File: src/rtl/sample_player_if.sv
// Read-port bundle between the sample player and the cellular-RAM controller.
// The player is the master: it raises mem_req with a stable mem_addr. The RAM
// controller answers with a one-cycle mem_ack that carries mem_data.
interface sample_player_if #(
    parameter int ADDR_W = 23
);
    logic              mem_req;
    logic [ADDR_W-1:0] mem_addr;
    logic              mem_ack;
    logic [15:0]       mem_data;

    modport master (
        output mem_req,
        output mem_addr,
        input  mem_ack,
        input  mem_data
    );

    modport slave (
        input  mem_req,
        input  mem_addr,
        output mem_ack,
        output mem_data
    );
endinterface

File: src/rtl/sample_player.sv
// Streams 16-bit signed PCM words from external RAM into a small FIFO.
// Samples are released at a fixed tick rate, and the current sample drives a
// first-order delta-sigma modulator that produces a 1-bit audio output.
module sample_player #(
    parameter int ADDR_W     = 23,
    parameter int SAMPLE_DIV = 2267,
    parameter int FIFO_DEPTH = 4
) (
    input  logic              clk,
    input  logic              rst,          // synchronous, active-low
    input  logic              start,
    input  logic              stop,
    input  logic              loop,
    input  logic [ADDR_W-1:0] base_addr,
    input  logic [ADDR_W-1:0] length,
    sample_player_if.master   mem,
    output logic [15:0]       sample_out,
    output logic              audio_sd,
    output logic              playing,
    output logic              underrun
);
    localparam int PTR_W = (FIFO_DEPTH > 1) ? $clog2(FIFO_DEPTH) : 1;
    localparam int CNT_W = (SAMPLE_DIV > 1) ? $clog2(SAMPLE_DIV) : 1;
    localparam logic [PTR_W:0]   DEPTH_C  = (PTR_W+1)'(FIFO_DEPTH);
    localparam logic [CNT_W-1:0] CNT_LAST = CNT_W'(SAMPLE_DIV - 1);

    typedef enum logic [1:0] {
        S_IDLE    = 2'd0,
        S_PREFILL = 2'd1,
        S_PLAY    = 2'd2,
        S_ABORT   = 2'd3
    } state_t;

    state_t            state_q;
    logic [ADDR_W-1:0] addr_q;
    logic [ADDR_W-1:0] remaining_q;
    logic [ADDR_W-1:0] base_q;
    logic [ADDR_W-1:0] length_q;
    logic              loop_q;
    logic              req_q;
    logic [PTR_W-1:0]  wr_ptr_q;
    logic [PTR_W-1:0]  rd_ptr_q;
    logic [PTR_W:0]    count_q;
    logic [CNT_W-1:0]  cnt_q;
    logic [15:0]       sample_q;
    logic              underrun_q;
    logic [16:0]       acc_q;

    logic [15:0]       fifo_mem [FIFO_DEPTH];

    logic              active;
    logic              tick;
    logic              push;
    logic              pop;
    logic              fetch_done;

    // Strobes shared by the FSM and the FIFO storage
    always_comb begin
        active     = (state_q == S_PREFILL) || (state_q == S_PLAY);
        fetch_done = (remaining_q == '0);
        tick       = (state_q == S_PLAY) && (cnt_q == CNT_LAST);
        push       = active && !stop && req_q && mem.mem_ack;
        pop        = tick && !stop && (count_q != '0);
    end

    // Playback FSM with fetch engine, FIFO bookkeeping and tick counter
    always_ff @(posedge clk) begin
        if (!rst) begin
            state_q     <= S_IDLE;
            addr_q      <= '0;
            remaining_q <= '0;
            base_q      <= '0;
            length_q    <= '0;
            loop_q      <= 1'b0;
            req_q       <= 1'b0;
            wr_ptr_q    <= '0;
            rd_ptr_q    <= '0;
            count_q     <= '0;
            cnt_q       <= '0;
            sample_q    <= '0;
            underrun_q  <= 1'b0;
        end else begin
            underrun_q <= 1'b0;
            case (state_q)
                S_IDLE: begin
                    cnt_q <= '0;
                    if (start && !stop && (length != '0)) begin
                        addr_q      <= base_addr;
                        remaining_q <= length;
                        base_q      <= base_addr;
                        length_q    <= length;
                        loop_q      <= loop;
                        state_q     <= S_PREFILL;
                    end
                end

                S_ABORT: begin
                    // Outstanding read must complete; its data is dropped.
                    if (mem.mem_ack) begin
                        req_q   <= 1'b0;
                        state_q <= S_IDLE;
                    end
                end

                default: begin  // S_PREFILL, S_PLAY
                    if (stop) begin
                        wr_ptr_q <= '0;
                        rd_ptr_q <= '0;
                        count_q  <= '0;
                        cnt_q    <= '0;
                        sample_q <= '0;
                        if (req_q && !mem.mem_ack) begin
                            state_q <= S_ABORT;
                        end else begin
                            req_q   <= 1'b0;
                            state_q <= S_IDLE;
                        end
                    end else begin
                        // Fetch: one outstanding read, issued only with FIFO room.
                        if (req_q) begin
                            if (mem.mem_ack) begin
                                req_q <= 1'b0;
                                if (remaining_q == ADDR_W'(1)) begin
                                    if (loop_q) begin
                                        addr_q      <= base_q;
                                        remaining_q <= length_q;
                                    end else begin
                                        addr_q      <= addr_q + ADDR_W'(1);
                                        remaining_q <= '0;
                                    end
                                end else begin
                                    addr_q      <= addr_q + ADDR_W'(1);
                                    remaining_q <= remaining_q - ADDR_W'(1);
                                end
                            end
                        end else if ((count_q < DEPTH_C) && !fetch_done) begin
                            req_q <= 1'b1;
                        end

                        if (push) wr_ptr_q <= wr_ptr_q + PTR_W'(1);
                        if (pop)  rd_ptr_q <= rd_ptr_q + PTR_W'(1);
                        case ({push, pop})
                            2'b10:   count_q <= count_q + (PTR_W+1)'(1);
                            2'b01:   count_q <= count_q - (PTR_W+1)'(1);
                            default: count_q <= count_q;
                        endcase

                        if (state_q == S_PREFILL) begin
                            cnt_q <= '0;
                            if ((count_q == DEPTH_C) || fetch_done) begin
                                state_q <= S_PLAY;
                            end
                        end else if (tick) begin
                            cnt_q <= '0;
                            if (count_q != '0) begin
                                sample_q <= fifo_mem[rd_ptr_q];
                            end else if (!fetch_done) begin
                                underrun_q <= 1'b1;
                            end else begin
                                sample_q <= '0;
                                state_q  <= S_IDLE;
                            end
                        end else begin
                            cnt_q <= cnt_q + CNT_W'(1);
                        end
                    end
                end
            endcase
        end
    end

    // Sample FIFO storage; contents need no reset since the pointers gate them
    always_ff @(posedge clk) begin
        if (push) begin
            fifo_mem[wr_ptr_q] <= mem.mem_data;
        end
    end

    // First-order delta-sigma: carry out of the offset-binary accumulator
    always_ff @(posedge clk) begin
        if (!rst) begin
            acc_q <= '0;
        end else begin
            acc_q <= {1'b0, acc_q[15:0]} + {1'b0, sample_q ^ 16'h8000};
        end
    end

    assign mem.mem_req  = req_q;
    assign mem.mem_addr = addr_q;
    assign sample_out   = sample_q;
    assign audio_sd     = acc_q[16];
    assign playing      = (state_q != S_IDLE);
    assign underrun     = underrun_q;
endmodule
File: src/flat_wrapper.sv
// flat-port wrapper written by rule: the top's interface ports become plain ports
module sample_player_flat 
#(
    parameter int ADDR_W     = 23,
    parameter int SAMPLE_DIV = 2267,
    parameter int FIFO_DEPTH = 4
)
  (clk, rst, start, stop, loop, base_addr, length, sample_out, audio_sd, playing, underrun, mem_mem_req, mem_mem_addr, mem_mem_ack, mem_mem_data);
  sample_player_if #(.ADDR_W(ADDR_W)) mem_i ();
  input  logic clk;
  input  logic rst;
  input  logic start;
  input  logic stop;
  input  logic loop;
  input  logic [ADDR_W-1:0] base_addr;
  input  logic [ADDR_W-1:0] length;
  output logic [15:0] sample_out;
  output logic audio_sd;
  output logic playing;
  output logic underrun;
  output wire logic [$bits(mem_i.mem_req)-1:0] mem_mem_req;
  output wire logic [$bits(mem_i.mem_addr)-1:0] mem_mem_addr;
  input wire logic [$bits(mem_i.mem_ack)-1:0] mem_mem_ack;
  input wire logic [$bits(mem_i.mem_data)-1:0] mem_mem_data;
  assign mem_mem_req = mem_i.mem_req;
  assign mem_mem_addr = mem_i.mem_addr;
  assign mem_i.mem_ack = mem_mem_ack;
  assign mem_i.mem_data = mem_mem_data;
  sample_player #(.ADDR_W(ADDR_W), .SAMPLE_DIV(SAMPLE_DIV), .FIFO_DEPTH(FIFO_DEPTH)) u_core (.clk(clk), .rst(rst), .start(start), .stop(stop), .loop(loop), .base_addr(base_addr), .length(length), .mem(mem_i), .sample_out(sample_out), .audio_sd(audio_sd), .playing(playing), .underrun(underrun));
endmodule
File: config.mk
export PLATFORM = sky130hd
export DESIGN_NAME = sample_player_flat
export DESIGN_NICKNAME = d
export VERILOG_FILES = /design/src/rtl/sample_player_if.sv /design/src/rtl/sample_player.sv /design/src/flat_wrapper.sv
export SDC_FILE = /design/constraint.sdc
export NUM_CORES = 1
export LEC_CHECK = 0
export CORE_UTILIZATION = 40
export DETAILED_ROUTE_END_ITERATION = 10
export GPL_TIMING_DRIVEN = 0
export PLACE_DENSITY_LB_ADDON = 0.3
export SYNTH_ARGS = -nofsm -noshare
export SYNTH_HDL_FRONTEND = slang
export SYNTH_SLANG_ARGS = --single-unit
File: constraint.sdc
create_clock -name clk -period 3.75 [get_ports clk]
set_input_delay 0.75 -clock clk [delete_from_list [all_inputs] [get_ports clk]]
set_output_delay 0.75 -clock clk [all_outputs]
set_load 0.005 [all_outputs]
# Word-level counts from Yosys, hierarchy flattened
# Memory sizes are Yosys's and may differ from the RTL's. A register that Yosys moved wholly into a read port is not among the register bits.
# Index checks and enable logic that the tools add are counted.
# Widths: inputs -> output; s select.
# totals
ff_bits	149
ramBits	64
inputBits	68
out_inout_bits	43
wordCells	135
memories	1
# classes
n_addsub	8
n_lt_le_gt_ge	1
n_eq_ne	15
muxes	51
bitwise_logic	6
n_reduce_logical	39
# mem_list
name	depth	width	read_ports	rd_clocked_by_memory_dff	wr	line	source
u_core.fifo_mem	4	16	1	1	1	sample_player.sv:49	logic [15:0] fifo_mem [FIFO_DEPTH];
# ops
cell	count
$mux 23	12
$pmux 23 s2	2
$mux 16	5
$mux 12	3
$mux 2	15
$pmux 12 s2	1
$add 23x1->23 const B	1
$eq 23x1->1 const B	1
$logic_not 23->1	1
$reduce_bool 23->1	1
$sub 23x1->23 const B	1
$add 16x16->17	1
$add 12x1->12 const B	1
$eq 12x12->1 const B	1
$reduce_bool 2->1	6
$logic_and 1x1->1	10
$reduce_bool 5->1	2
$mux 1	9
$reduce_bool 3->1	3
$reduce_and 2->1	4
$reduce_or 7->1	1
$eq 2x2->1 const B	3
$not 1->1	6
$pmux 3 s2	1
other kinds (22)	29

# Logic depth before layout (Yosys ltp)
# Gate-level depths: netlist (run 1).
# depth
depth_word	8
mapped_depth	12
ltp_nobuf	11

# Worst setup path after synthesis (run 1)
# No wires, ideal clock.
# synth_path
kind	input to register
from	input length[20]
to	register u_core.loop_q
setup_ps	128
arrival_time_ps	2374
required_ps	3622
setup_slack_ps	1248
cell_stages	9
n_path_buf	3
path_cell_list	nor4_1 -> nand2_1 -> or3_1 -> clkbuf_1 -> nand3_1 -> buf_2 -> buf_4 -> mux2i_1 -> nor2_1
# synth_between
elab_chain_len	3
# synth_rtl
item	line	source
from (decl)	flat_wrapper.sv:16	input logic [ADDR_W-1:0] length;
$reduce_bool 23->1	sample_player.sv:87	if (start && !stop && (length != '0)) begin
$logic_and 1x1->1	sample_player.sv:87	
$reduce_and 2->1 (no line)	-	
to (signal assigned)	sample_player.sv:92	loop_q <= loop;
to (decl)	sample_player.sv:39	logic loop_q;
# Every way passes these cells.
# A chain may end at the register's enable or synchronous reset.

# Final worst setup path (run 1)
# layout_path
from	register u_core.state_q[0]
to	output playing
# layout_between
elab_chain_len	1
# layout_rtl
item	line	source
from (decl)	sample_player.sv:34	state_t state_q;
from (signal assigned)	sample_player.sv:69	state_q <= S_IDLE;
from (signal assigned)	sample_player.sv:93	state_q <= S_PREFILL;
from (signal assigned)	sample_player.sv:101	state_q <= S_IDLE;
$reduce_bool 2->1	sample_player.sv:192	assign playing = (state_q != S_IDLE);
to (decl)	flat_wrapper.sv:19	output logic playing;
# Every way passes these cells.

==> flow_summary.ini, run 1 <==
[timing]
fmax_mhz = 289.3
final_max_slew_viol_count = 0
tns_ns = 0
rsz0062_at_grt = false
fin_skew_ns = 0.009340
finalHoldViolCount = 0
finalWorstSetupSlack_ns = 0.2935
finalCriticalPeriod_ns = 3.457
setup_viol = 0
tightest_slew_ns = 1.052
slew_headroom = 0.2922
fin_crit_sh = 0.9217

[cts]
ctsResizeCount = 0
clkTransAtPathRegs_ns = 0.06
cts_buffer_depth = 3
h-tree-depth = 1
cts.sinks = 215
post_cts_buffers = 0
cts_hold_buf = 0
cts_tree = built
cts-buffers-inserted = 25
clk_latency_ns = 0.54
cts_root_buf = clkbuf_16

[floorplan]
ios = 111
initial_core_util = 0.4095
dieWidth_um = 165.6
rows = 59
die_y_um = 165.6
core-area_sq_um = 26130
die_area_sq_um = 27410

[yosys]
avgSynthCellArea_sq_um = 9.890
synth_area_sq_um = 10700
synth_seq_cells = 215
synth_top_cell_by_area = dfxtp_1
synth-main-ff-cell = dfxtp_1
ys_top_cells_by_area = dfxtp_1, edfxtp_1, mux2i_1
ys_seq_area_frac = 0.4621
yosysWarnings = 0
synth_nets = 1181
synth_edf_count = 64
synth_cell_types = 80
syn_inst = 1082
synth-async-reset-ratio = 0
synth_top_area_frac = 0.2825

[hold_path]
hp-class = reg2reg

[critical_path]
worstSetupPathType = reg2out
cp-end-kind = output port
required_ns = 3.00
path_max_fanout = 10
cpMaxStageDelayCell = clkdlybuf4s50_1
cp_slowest_stage_delay_ns = 0.64
cp-start-kind = register
crit_arrival_ns = 2.71
path_cells = inv_1, ha_1, clkinv_1, clkbuf_1, clkdlybuf4s50_1

[global_route]
grt_max_degree = 17
antenna_found_initial = 0
grt_pass1_wl_mm = 46.46
grt_overflow = 0
first_global_vias = 8592
grt.total_usage = 0.2176

[cells_and_area]
utilization = 0.4989
drive_gt1_frac = 0.07761
diodes = 0
area.growth.synth_to_final_pct = 21.82
num-nets-final = 1317
nFillCells = 2417

[flow_run]
cap_violations = 0

[placement]
dpl.hpwl_mm = 20.88
routabilityCongestion = 0.8645
dpl_worst_slack_ns = 0.1085
portBuffers = 109

[drt]
drt_wl_total_mm = 29.56
drtIter0Drc = 593
routed_via_density = 5.637
ant_nets = 0
first_pass_iters = 9
routedWlPerCell_um = 18.80
num_vias = 8861
drc = 10

[pwr]
ir_worst_vdd_mv = 0.3673
power.leakage_nw = 5.003
p_total_mw = 6.859
power_density_nw_per_um2 = 526.1

[run_status]
outcome = finished with violations
violations = DRC
## per-layer routing
| metal | vias up | part of all wire | GRT usage | wire, um |
|---|---|---|---|---|
| met3 | 43 | 0.056 | 0.03072 | 1658 |
| met2 | 229 | 0.46 | 0.3479 | 13530 |
| met4 | 0 | 0.023 | 0.06901 | 678 |
| met1 | 4326 | 0.46 | 0.3022 | 13690 |
| met5 | - | 0 | 0 | 0 |
| li1 | 4263 | - | - | - |
## worst max-delay path: cells and delay by family, from the launching register on
family | cells | cell delay, ns
fa+ha+maj | 1 | 0.24
flops | 1 | 0.40
buf+inv | 4 | 1.53
## layout make-up
cell class,instances,area (sq um),area share
multi-input cells,781,5383,0.4129
inverters,20,75.07,0.005759
clock buffers,32,661.9,0.05077
well taps,335,419.2,0.03215
repair buffers,109,1091,0.08369
clock inverters,14,162.7,0.01248
flip-flops and latches,215,4945,0.3793
plain buffers,66,299.0,0.02294
## synth_stat cells (all sizes together) (3+ instances only)
master,n
nand2,109
nand4b,5
dfxtp,151
xnor2,28
o311ai,4
nor2,135
xor2,16
a31oi,7
nand4,12
nor2b,6
inv,19
clkbuf,46
and3,15
or3,13
o21ai,29
nor3b,4
a311oi,20
buf,20
nand3b,3
edfxtp,64
mux2i,73
nor4b,3
ha,30
nor4,22
nor3,33
o211ai,12
and4b,3
and2,7
nand3,33
mux4,16
a21oi,48
o31ai,4
a211o,14
o211a,6
o21a,3
nand2b,5
a21o,4
a221oi,9
or4,5
a211oi,15
## cell families (layout without fill, tap and decap cells)
family / count (synthesis) / after routing / share of synthesized area
flops: 215 / 215 / 0.4621
buf+inv: 86 / 241 / 0.03496
xor+xnor: 44 / 44 / 0.03601
simple gates: 421 / 421 / 0.1975
compound gates: 196 / 196 / 0.1306
fa+ha+maj: 31 / 31 / 0.03695
mux: 89 / 89 / 0.1020
## cells in the final DEF (no fill, tap or decap), types with 15 or more instances in the layout
| master | n |
|---|---|
| dfxtp_1 | 151 |
| nor2_1 | 134 |
| clkdlybuf4s50_1 | 109 |
| nand2_1 | 108 |
| mux2i_1 | 73 |
| edfxtp_1 | 64 |
| clkbuf_1 | 52 |
| a21oi_1 | 47 |
| nand3_1 | 32 |
| ha_1 | 30 |
| nor3_1 | 29 |
| xnor2_1 | 28 |
| o21ai_0 | 27 |
| clkbuf_16 | 25 |
| a311oi_1 | 20 |
| inv_1 | 19 |
| nor4_1 | 17 |
| xor2_1 | 16 |
| mux4_2 | 16 |
| and3_1 | 15 |
| a211oi_1 | 15 |
## worst paths after layout
check,cells after the start,start,slack [ns],to
setup / recovery,5,u_core.state_q[0]$_SDFFE_PN0P_,0.29,playing
hold / removal,2,u_core.sample_out[2]$_SDFFE_PN0P_,0.49,u_core.sample_out[2]$_SDFFE_PN0P_
setup reg to reg,8,u_core.state_q[0]$_SDFFE_PN0P_,0.89,u_core.mem.mem_addr[16]$_SDFFE_PN0P_
hold reg to reg,2,u_core.sample_out[2]$_SDFFE_PN0P_,0.49,u_core.sample_out[2]$_SDFFE_PN0P_
## power by group
group / internal (mW) / switching [mW]
clock: 1.46 / 1.01
sequential: 2.56 / 0.209
combinational: 0.672 / 0.945
## state kept, by name, indices dropped and copies added, names as in the netlist, named ones only
signal               count
u_core.loop_q            1
u_core.mem.mem_addr     23
u_core.sample_out       16
u_core.remaining_q      23
u_core.base_q           23
u_core.rd_ptr_q          2
u_core.cnt_q            12
u_core.state_q           2
u_core.wr_ptr_q          2
u_core.acc_q            17
u_core.underrun          1
u_core.count_q           3
u_core.mem.mem_req       1
u_core.length_q         23
u_core.fifo_mem         64
## per-stage QoR
step | std cells | area (sq um) | hold slack, ns
floorplan | 1082 | 10700 | 0.4525
global placement | 1526 | 12210 | 0.4763
detailed placement | 1526 | 12210 | 0.4781
CTS | 1572 | 13040 | 0.4894
global route | 1572 | 13040 | 0.5164
finish | 1572 | 13040 | 0.4857
No activity file was read; power rests on OpenSTA's default activity.
==> run 2: changes to the inputs <==
Settings changed: CORE_ASPECT_RATIO set to 0.5, CORE_UTILIZATION 40 to 35, HOLD_SLACK_MARGIN set to 0.06.
==> flow_summary.ini, run 2 (same netlist as run 1, synthesis figures left out) <==
[run_status]
outcome = complete, no violations

[critical_path]
cpMaxStageDelayCell = clkbuf_1
cp-end-kind = register
r2r-start = u_core.state_q[0]$_SDFFE_PN0P_
path_max_fanout = 10
path_cells = clkdlybuf4s50_1, nor4_1, nand2_1, or3_1, clkbuf_1, a21oi_1, clkbuf_1, nand3_1, o31ai_1
crit_arrival_ns = 3.79
worstSetupPathType = in2reg
cp-start-kind = input port
cpMostUsedCell = clkbuf_1
required_ns = 4.17
critPathLaunch = length[1]
cp_slowest_stage_delay_ns = 0.63

[floorplan]
core-area_sq_um = 29510
dieWidth_um = 249.3
rows = 44
die_area_sq_um = 31320
ios = 111
die_y_um = 125.6
initial_core_util = 0.3627

[drt]
routedWlPerCell_um = 18.71
num_vias = 8879
drc = 0
ant_nets = 0
drt_wl_total_mm = 30.36
first_pass_iters = 5
drtIter0Drc = 691
routed_via_density = 5.471

[global_route]
grt_pass1_wl_mm = 48.13
grt_overflow = 0
first_global_vias = 8776
grt_max_degree = 17
antenna_found_initial = 1
grt.total_usage = 0.1927

[cells_and_area]
layout_commonest_cell = dfxtp_1
stdcell_area_sq_um = 13020
num-nets-final = 1314
nFillCells = 2757
drive_gt1_frac = 0.07149
multi_input_area_sq_um = 5383
stdcell_count = 1623
regMostFlops = u_core.fifo_mem
ff_latch_area_sq_um = 4945
final_cell_mix = dfxtp_1, nor2_1, clkdlybuf4s50_1
largest_reg_flops = 64
area.growth.synth_to_final_pct = 21.67
utilization = 0.4412

[cts]
clkTransAtPathRegs_ns = 0.07
cts_tree = built
post_cts_buffers = 0
h-tree-depth = 1
clk_latency_ns = 0.53
cts.sinks = 215
ctsResizeCount = 0
cts-buffers-inserted = 22
cts_hold_buf = 0
cts_root_buf = clkbuf_16
cts_buffer_depth = 3

[flow_run]
cap_violations = 0

[placement]
dpl_worst_slack_ns = -0.01144
routabilityCongestion = 0.8795
dpl.hpwl_mm = 21.79
dpl_cell_area_sq_um = 12280
dp_cells = 1582
portBuffers = 109

[timing]
tightest_slew_ns = 1.116
fmax_mhz = 296.5
setup_viol = 0
whs_ns = 0.4839
rsz0062_at_grt = false
finalCriticalPeriod_ns = 3.372
finalWorstSetupSlack_ns = 0.3776
finalHoldViolCount = 0
final_max_slew_viol_count = 0
slew_headroom = 0.2490
fin_crit_sh = 0.8993
fin_skew_ns = 0.01849
tns_ns = 0

[pwr]
p_clk_frac = 0.340
power.internal_mw = 4.546
swShare = 0.3180
power_density_nw_per_um2 = 512.0
comb_power_share = 0.245
ir_worst_vdd_mv = 0.3518
p_total_mw = 6.667
power.leakage_nw = 4.952
p_seq_frac = 0.416
p_sw_mw = 2.120

[hold_path]
hp-start = u_core.length_q[9]$_SDFFE_PN0P_
hp-class = reg2reg
==> run 2: cell count changes in the layout (fill, tap and decap cells not counted), sizes merged <==
| cell | previous run | this run |
|---|---|---|
| diode | 0 | 1 |
| clkinv | 9 | 5 |
| bufinv | 3 | 2 |
| clkinvlp | 1 | 0 |
==> run 2: worst max-delay path: cells and delay by family <==
kind	cells	cell delay, ns
buffers and inverters	3	1.30
and+or+nand+nor	4	1.07
AOI/OAI and AO/OA	2	0.66
==> run 2: path summary, 6_finish.rpt <==
| kind | endpoint | slack (ns) | cells past startpoint |
|---|---|---|---|
| setup / recovery | u_core.remaining_q[0]$_SDFFE_PN0P_ | 0.38 | 9 |
| hold reg to reg | u_core.remaining_q[9]$_SDFFE_PN0P_ | 0.48 | 2 |
| hold / removal | u_core.remaining_q[9]$_SDFFE_PN0P_ | 0.48 | 2 |
| setup reg to reg | u_core.mem.mem_addr[10]$_SDFFE_PN0P_ | 0.85 | 8 |
==> run 2: layout make-up <==
type	instances	area share
Clock inverter	8	0.008264
Timing Repair Buffer	109	0.08380
Clock buffer	32	0.04824
Inverter	20	0.005766
Tap cell	391	0.03757
Antenna cell	1	0.0001922
Buffer	66	0.02297
Sequential cell	215	0.3798
Multi-Input combinational cell	781	0.4134
==> run 2: power by group through the flow <==
stage                     registers, mW  clock network, mW  logic (mW)
after floorplan                    2.76                  0        1.04
after global placement             2.81                  0        1.58
after detailed placement           2.82                  0        1.61
after CTS                          2.77               2.31        1.62
after global routing               2.80               2.41        1.77
final                              2.77               2.27        1.63
==> run 2: per-layer routing <==
layer	GRT usage	vias up	share of wire
met5	0	-	0
met4	0.06173	0	0.030
met3	0.03245	58	0.052
met2	0.3240	260	0.47
met1	0.2535	4299	0.45
li1	-	4262	-
